[src/rtl/spi_target_pkg.sv]
// spi_target_pkg: shared state encoding, command layout and counter type for the SPI register target.
package spi_target_pkg;
    typedef enum logic [1:0] {IDLE, CMD, DATA, IGNORE} state_t;
    localparam int CMD_RW_BIT = 7;
    localparam int BYTE_W = 8;
    typedef logic [2:0] bit_cnt_t;
endpackage

[src/rtl/spi_edge_sync.sv]
// spi_edge_sync: 2-flop synchronizer plus an edge register producing one-cycle rise/fall pulses.
module spi_edge_sync #(
    parameter logic RST_VAL = 1'b0
) (
    input  logic clk,
    input  logic rst,
    input  logic din,
    output logic rise,
    output logic fall
);
    logic [2:0] sync_q, sync_d;
    always_comb sync_d = {sync_q[1:0], din};
    always_ff @(posedge clk or posedge rst) begin
        if (rst) sync_q <= {3{RST_VAL}};
        else     sync_q <= sync_d;
    end
    assign rise = sync_q[1] & ~sync_q[2];
    assign fall = ~sync_q[1] & sync_q[2];
endmodule

[src/rtl/spi_target_regs.sv]
// spi_target_regs: oversampled SPI target (mode 3, MSB first) fronting a small register file.
// Optional SPI_TARGET_IRQ_EN adds a sticky irq set by received bytes, acked via the last register.
module spi_target_regs
    import spi_target_pkg::*;
#(
    parameter logic [6:0] DEVICE_ADDR = 7'h51,
    parameter int         DEPTH       = 8,
    parameter int         AW          = $clog2(DEPTH)
) (
    input  logic          clk,
    input  logic          rst,
    input  logic          sclk,
    input  logic          cs,
    input  logic          mosi,
    output logic          miso,
    output logic          miso_oe,
    input  logic          loc_we,
    input  logic [AW-1:0] loc_addr,
    input  logic [7:0]    loc_wdata,
    output logic          rx_valid,
    output logic [AW-1:0] rx_addr,
    output logic [7:0]    rx_data,
    output logic          busy,
    output logic          frame_err,
    output logic          irq
);
    logic sclk_rise, sclk_fall, cs_rise, cs_fall;
    // Idle levels as reset values: sclk idles high, and a cs already high must not look like a rise.
    spi_edge_sync #(.RST_VAL(1'b1)) u_sclk (.clk(clk), .rst(rst), .din(sclk), .rise(sclk_rise), .fall(sclk_fall));
    spi_edge_sync #(.RST_VAL(1'b1)) u_cs   (.clk(clk), .rst(rst), .din(cs),   .rise(cs_rise),   .fall(cs_fall));

    logic [1:0] mosi_q, mosi_d;
    state_t state_q, state_d;
    bit_cnt_t bit_cnt_q, bit_cnt_d;
    logic [BYTE_W-2:0] sh_q, sh_d;
    logic [BYTE_W-1:0] tx_q, tx_d, byte_in;
    logic [AW-1:0] ptr_q, ptr_d, rx_addr_q, rx_addr_d;
    logic [7:0] rx_data_q, rx_data_d;
    logic [7:0] regs_q [DEPTH];
    logic [7:0] regs_d [DEPTH];
    logic wr_q, wr_d, oe_q, oe_d, rx_valid_q, rx_valid_d, frame_err_q, frame_err_d;
    logic last_bit, abort;

    assign byte_in  = {sh_q, mosi_q[1]};
    assign last_bit = sclk_rise && bit_cnt_q == 3'd7;
    assign abort    = state_q != IDLE && cs_fall;

    always_ff @(posedge clk or posedge rst) begin
        if (rst) state_q <= IDLE;
        else     state_q <= state_d;
    end

    always_comb begin
        state_d = state_q;
        if (abort) state_d = IDLE;
        else if (state_q == IDLE && cs_rise) state_d = CMD;
        else if (state_q == CMD && last_bit) state_d = byte_in[6:0] == DEVICE_ADDR ? DATA : IGNORE;
    end

    always_comb begin
        mosi_d      = {mosi_q[0], mosi};
        bit_cnt_d   = bit_cnt_q;
        sh_d        = sh_q;
        tx_d        = tx_q;
        ptr_d       = ptr_q;
        wr_d        = wr_q;
        oe_d        = oe_q;
        rx_valid_d  = 1'b0;
        rx_addr_d   = rx_addr_q;
        rx_data_d   = rx_data_q;
        frame_err_d = 1'b0;
        regs_d      = regs_q;
        if (loc_we) regs_d[loc_addr] = loc_wdata;
        if (abort) begin
            frame_err_d = bit_cnt_q != '0;
            bit_cnt_d   = '0;
            tx_d        = '0;
            oe_d        = 1'b0;
        end else if (state_q == IDLE) begin
            bit_cnt_d = '0;
            sh_d      = '0;
            tx_d      = '0;
            oe_d      = 1'b0;
            ptr_d     = '0;
        end else begin
            if (sclk_rise) begin
                bit_cnt_d = bit_cnt_q + 3'd1;
                sh_d      = byte_in[BYTE_W-2:0];
            end
            if (state_q == CMD && last_bit) begin
                ptr_d = '0;
                wr_d  = byte_in[CMD_RW_BIT];
            end
            // SPI commit is applied after the local write so it wins on a shared index.
            if (state_q == DATA && wr_q && last_bit) begin
                regs_d[ptr_q] = byte_in;
                rx_valid_d    = 1'b1;
                rx_addr_d     = ptr_q;
                rx_data_d     = byte_in;
                ptr_d         = ptr_q + AW'(1);
            end
            // A falling edge at a byte boundary loads the next register; otherwise it shifts.
            if (state_q == DATA && !wr_q && sclk_fall) begin
                tx_d  = bit_cnt_q == '0 ? regs_q[ptr_q] : {tx_q[BYTE_W-2:0], 1'b0};
                ptr_d = bit_cnt_q == '0 ? ptr_q + AW'(1) : ptr_q;
                oe_d  = 1'b1;
            end
        end
    end

    always_ff @(posedge clk or posedge rst) begin
        if (rst) begin
            mosi_q      <= '0;
            bit_cnt_q   <= '0;
            sh_q        <= '0;
            tx_q        <= '0;
            ptr_q       <= '0;
            wr_q        <= 1'b0;
            oe_q        <= 1'b0;
            rx_valid_q  <= 1'b0;
            rx_addr_q   <= '0;
            rx_data_q   <= '0;
            frame_err_q <= 1'b0;
            regs_q      <= '{default: '0};
        end else begin
            mosi_q      <= mosi_d;
            bit_cnt_q   <= bit_cnt_d;
            sh_q        <= sh_d;
            tx_q        <= tx_d;
            ptr_q       <= ptr_d;
            wr_q        <= wr_d;
            oe_q        <= oe_d;
            rx_valid_q  <= rx_valid_d;
            rx_addr_q   <= rx_addr_d;
            rx_data_q   <= rx_data_d;
            frame_err_q <= frame_err_d;
            regs_q      <= regs_d;
        end
    end

`ifdef SPI_TARGET_IRQ_EN
    logic irq_q, irq_d;
    always_comb irq_d = rx_valid_d | (irq_q & ~(loc_we && loc_addr == AW'(DEPTH - 1)));
    always_ff @(posedge clk or posedge rst) begin
        if (rst) irq_q <= 1'b0;
        else     irq_q <= irq_d;
    end
    assign irq = irq_q;
`else
    assign irq = 1'b0;
`endif

    assign miso      = oe_q & tx_q[BYTE_W-1];
    assign miso_oe   = oe_q;
    assign rx_valid  = rx_valid_q;
    assign rx_addr   = rx_addr_q;
    assign rx_data   = rx_data_q;
    assign busy      = state_q != IDLE;
    assign frame_err = frame_err_q;
endmodule

[config.mk]
export PLATFORM = sky130hd
export DESIGN_NAME = spi_target_regs
export DESIGN_NICKNAME = d
export VERILOG_FILES = /design/src/rtl/spi_target_pkg.sv /design/src/rtl/spi_edge_sync.sv /design/src/rtl/spi_target_regs.sv
export SDC_FILE = /design/constraint.sdc
export NUM_CORES = 1
export LEC_CHECK = 0
export CAP_MARGIN = 20
export CELL_PAD_IN_SITES_DETAIL_PLACEMENT = 0
export CELL_PAD_IN_SITES_GLOBAL_PLACEMENT = 2
export CORE_ASPECT_RATIO = 1.5
export CORE_UTILIZATION = 38
export CTS_BUF_LIST = sky130_fd_sc_hd__clkbuf_4 sky130_fd_sc_hd__clkbuf_8 sky130_fd_sc_hd__clkbuf_16
export CTS_CLUSTER_DIAMETER = 200
export DETAILED_ROUTE_END_ITERATION = 6
export GPL_TIMING_DRIVEN = 0
export PLACE_DENSITY = 0.74
export SLEW_MARGIN = 5
export SYNTH_ARGS = -nofsm -noshare
export SYNTH_HDL_FRONTEND = slang
export SYNTH_SLANG_ARGS = --single-unit
[constraint.sdc]
create_clock -name clk -period 8.5 [get_ports clk]
set_input_delay 1.7 -clock clk [delete_from_list [all_inputs] [get_ports clk]]
set_output_delay 1.7 -clock clk [all_outputs]
set_load 0.02 [all_outputs]
==> flow_metrics.tcl <==
set metrics [dict create \
    fillers 1409 \
    antenna_cells 0 \
    firstDrtPassIters 4 \
    synthXorXnorAreaFrac 0.00154 \
    rows 54 \
    ys_types 49 \
    vias 3735 \
    hp-class "reg2reg" \
    synth_seq_cells 110 \
    fp.dieH_um 152 \
    power.share.sequential 0.499 \
    synth_warnings 0 \
    clockBufferDepth 2 \
    drive_above_1_share 0.335 \
    synthCells 459 \
    synth_ff_type "dfrtp_1" \
    fp.dieW_um 102 \
    yosys-top-cells-count "114 x mux2_2, 104 x dfrtp_1, 34 x nand2_1" \
    synth.top_cell.area_share 0.458 \
    synth.area.top_cells "dfrtp_1 46%, mux2_2 23%, mux4_2 4.8%" \
    synth-async-reset-ratio 1.00 \
    drc 0 \
    finalSetupTns_ns 0 \
    cts-root-buf "clkbuf_16" \
    crit_type "reg2out" \
    ioPinCount 34 \
    synthSimpleGateAreaFrac 0.0999 \
    ant_nets 0 \
    grt_pass1_wl_um 22700 \
    grt_pass1_vias 3767 \
    gp_congestion 0.764 \
    cp-start-kind "register" \
    power_switching_uw 334 \
    syn_nets 480 \
    nets 520 \
    power_mw 1.26 \
    grt_remaining_overflow 0 \
    maxCapViolCount 0 \
    synthMuxAreaShare 0.316 \
    hold_viol_final 0 \
    post_drt_wl_per_cell_um 20.9 \
    outcome "finished, final reports clean" \
    cp_num_buf_inv 3 \
    yosysTopAreaCell "dfrtp_1" \
    critical_path_required_ns 6.80 \
    grt_start_max_net_pins 83 \
    postCtsSetupBuffers 0 \
    critPathMaxFanout 9 \
    grt_usage 0.203 \
    pwr-share-clk 0.325 \
    clk_pin_slew_worst_paths_ns 0.08 \
    hold_buffers 0 \
    routed_wirelength_um 14600 \
    synth_compound_area_frac 0.0588 \
    swShare 0.265 \
    syn_area_mm2 0.00568 \
    pwr-share-comb 0.176 \
    crit_family "buffers and inverters" \
    antenna_found_initial 0 \
    synthAdderAreaFrac 0.00880 \
    clk_latency_ns 0.35 \
    leakage_nw 2.72 \
    p_int_uw 927 \
    syn_to_final_growth_pct 14.8 \
    crit_chain "clkbuf_1 -> nor2_1 -> inv_1 -> clkdlybuf4s50_1" \
    core_area_mm2 0.0146 \
    vdd_drop_max_v 0.0000896 \
    synth_most_common_cell "mux2_2" \
    port_buffers 28 \
    dp_hpwl_um 9980 \
    maxSlewHeadroom 0.313 \
    slew_violations 0 \
    rsz0062_at_grt "false" \
    min_period_ns 3.84 \
    cts_inserted_buffers 9 \
    end_kind "output port" \
    htreeDepth 3 \
    skew_ns 0.00750 \
    avgViaCountPerCell 5.34 \
    syn_avg_cell_area_um2 12.4 \
    setup_viol 0 \
    post-route-period-util 0.451 \
    drt_iter0_markers 182 \
    synth_edf_count 0 \
    cpPeakStageDelay_ns 0.57 \
    cp_slowest_cell "clkdlybuf4s50_1" \
    clock_sinks 110 \
    fmax_ghz 0.261 \
    die-area_mm2 0.0155 \
    cts_tree "yes" \
    start_util 0.389 \
    holdWs_ns 0.358 \
    yosysSeqAreaShare 0.486 \
    worst_pin_slew_ns 1.02 \
    synth_top_family_by_area "multiplexers" \
    cts_resized 0 \
    critPathArrivalTime_ns 2.14 \
    power_density_mw_per_mm2 193 \
]
## logic make-up after synthesis
family | after synthesis
multiplexers | 149
flip-flops | 110
AND/OR/NAND/NOR | 103
AO/OA/AOI/OAI | 52
buffers and inverters | 39
adder cells (fa/ha/maj) | 4
other | 1
XOR/XNOR | 1
## power groups by stage
stage                     Clock, mW  Combinational (mW)  Sequential, mW
final                         0.410               0.222           0.630
after global routing          0.439               0.244           0.638
after CTS                     0.421               0.223           0.629
after detailed placement          0               0.222           0.640
after global placement            0               0.212           0.635
after floorplan                   0               0.174           0.628
## per-stage QoR
| stage | std cells | util | area (µm²) | setup slack, ns |
|---|---|---|---|---|
| detailed placement | 684 | 0.428 | 6250 | 4.79 |
| global route | 700 | 0.447 | 6530 | 4.56 |
| floorplan | 459 | - | 5680 | 3.91 |
| finish | 700 | 0.447 | 6530 | 4.66 |
| global placement | 683 | 0.425 | 6210 | 2.21 |
| CTS | 700 | 0.447 | 6530 | 4.68 |
## layout by cell type, fill, tap and decap left out, types with 3 or more instances in the layout
cell type / instances
mux2_2: 114
dfrtp_1: 104
nand2_1: 34
clkdlybuf4s50_1: 28
clkbuf_1: 22
a21oi_1: 21
nor2_1: 19
mux2i_1: 14
mux4_2: 12
nor3_1: 10
mux2_1: 9
clkbuf_16: 9
a31oi_1: 8
inv_1: 7
nor2b_1: 6
nand2b_1: 6
o21ai_0: 6
dfstp_2: 6
buf_2: 5
a22o_1: 5
ha_1: 4
nand4b_1: 3
nand3_1: 3
inv_6: 3
a211o_1: 3
## worst paths after layout
kind / slack [ns] / end / from / cells after the start
worst max-delay path: 4.66 / busy / state_q[0] / 4
worst min-delay path: 0.36 / u_sclk.sync_q[1] / u_sclk.sync_q[0] / 0
min in group asynchronous: 1.68 / rx_data[5] / rst / 2
worst min register to register: 0.36 / u_sclk.sync_q[1] / u_sclk.sync_q[0] / 0
worst max register to register: 5.86 / regs_q[12] / bit_cnt_q[0] / 6
max in group asynchronous: 6.10 / tx_q[3] / rst / 3
## final cells by class
| type | instances | area (µm²) | share of cell area |
|---|---|---|---|
| sequential | 110 | 2760 | 0.423 |
| clock inverter | 7 | 55.1 | 0.00843 |
| multi-input combinational | 310 | 2770 | 0.424 |
| buffer | 30 | 130 | 0.0199 |
| timing repair buffer | 29 | 308 | 0.0472 |
| inverter | 9 | 38.8 | 0.00594 |
| tap | 196 | 245 | 0.0376 |
| clock buffer | 9 | 225 | 0.0345 |
## per-layer routing
metal,GRT usage,part of all wire,vias up
li1,-,-,1738
met5,0,0,-
met2,0.347,0.52,50
met3,0.0243,0.026,7
met1,0.270,0.45,1940
met4,0.0543,0.0077,0
## worst register-to-register path: cells and delay by family (launching register included)
family | cells | cell delay (ns)
adders and majority gates | 2 | 0.39
muxes | 1 | 0.47
and+or+nand+nor | 3 | 1.26
DFF | 1 | 0.40
## registers in the layout, summed over array words and instances (netlist names)
signal / count
bit_cnt_q: 3
frame_err: 1
miso_oe: 1
mosi_q: 2
ptr_q: 3
regs_q: 64
rx_addr: 3
rx_data: 8
rx_valid: 1
sh_q: 7
state_q: 2
tx_q: 8
u_cs.sync_q: 3
u_sclk.sync_q: 3
wr_q: 1
(Power assumes the default switching activity.)
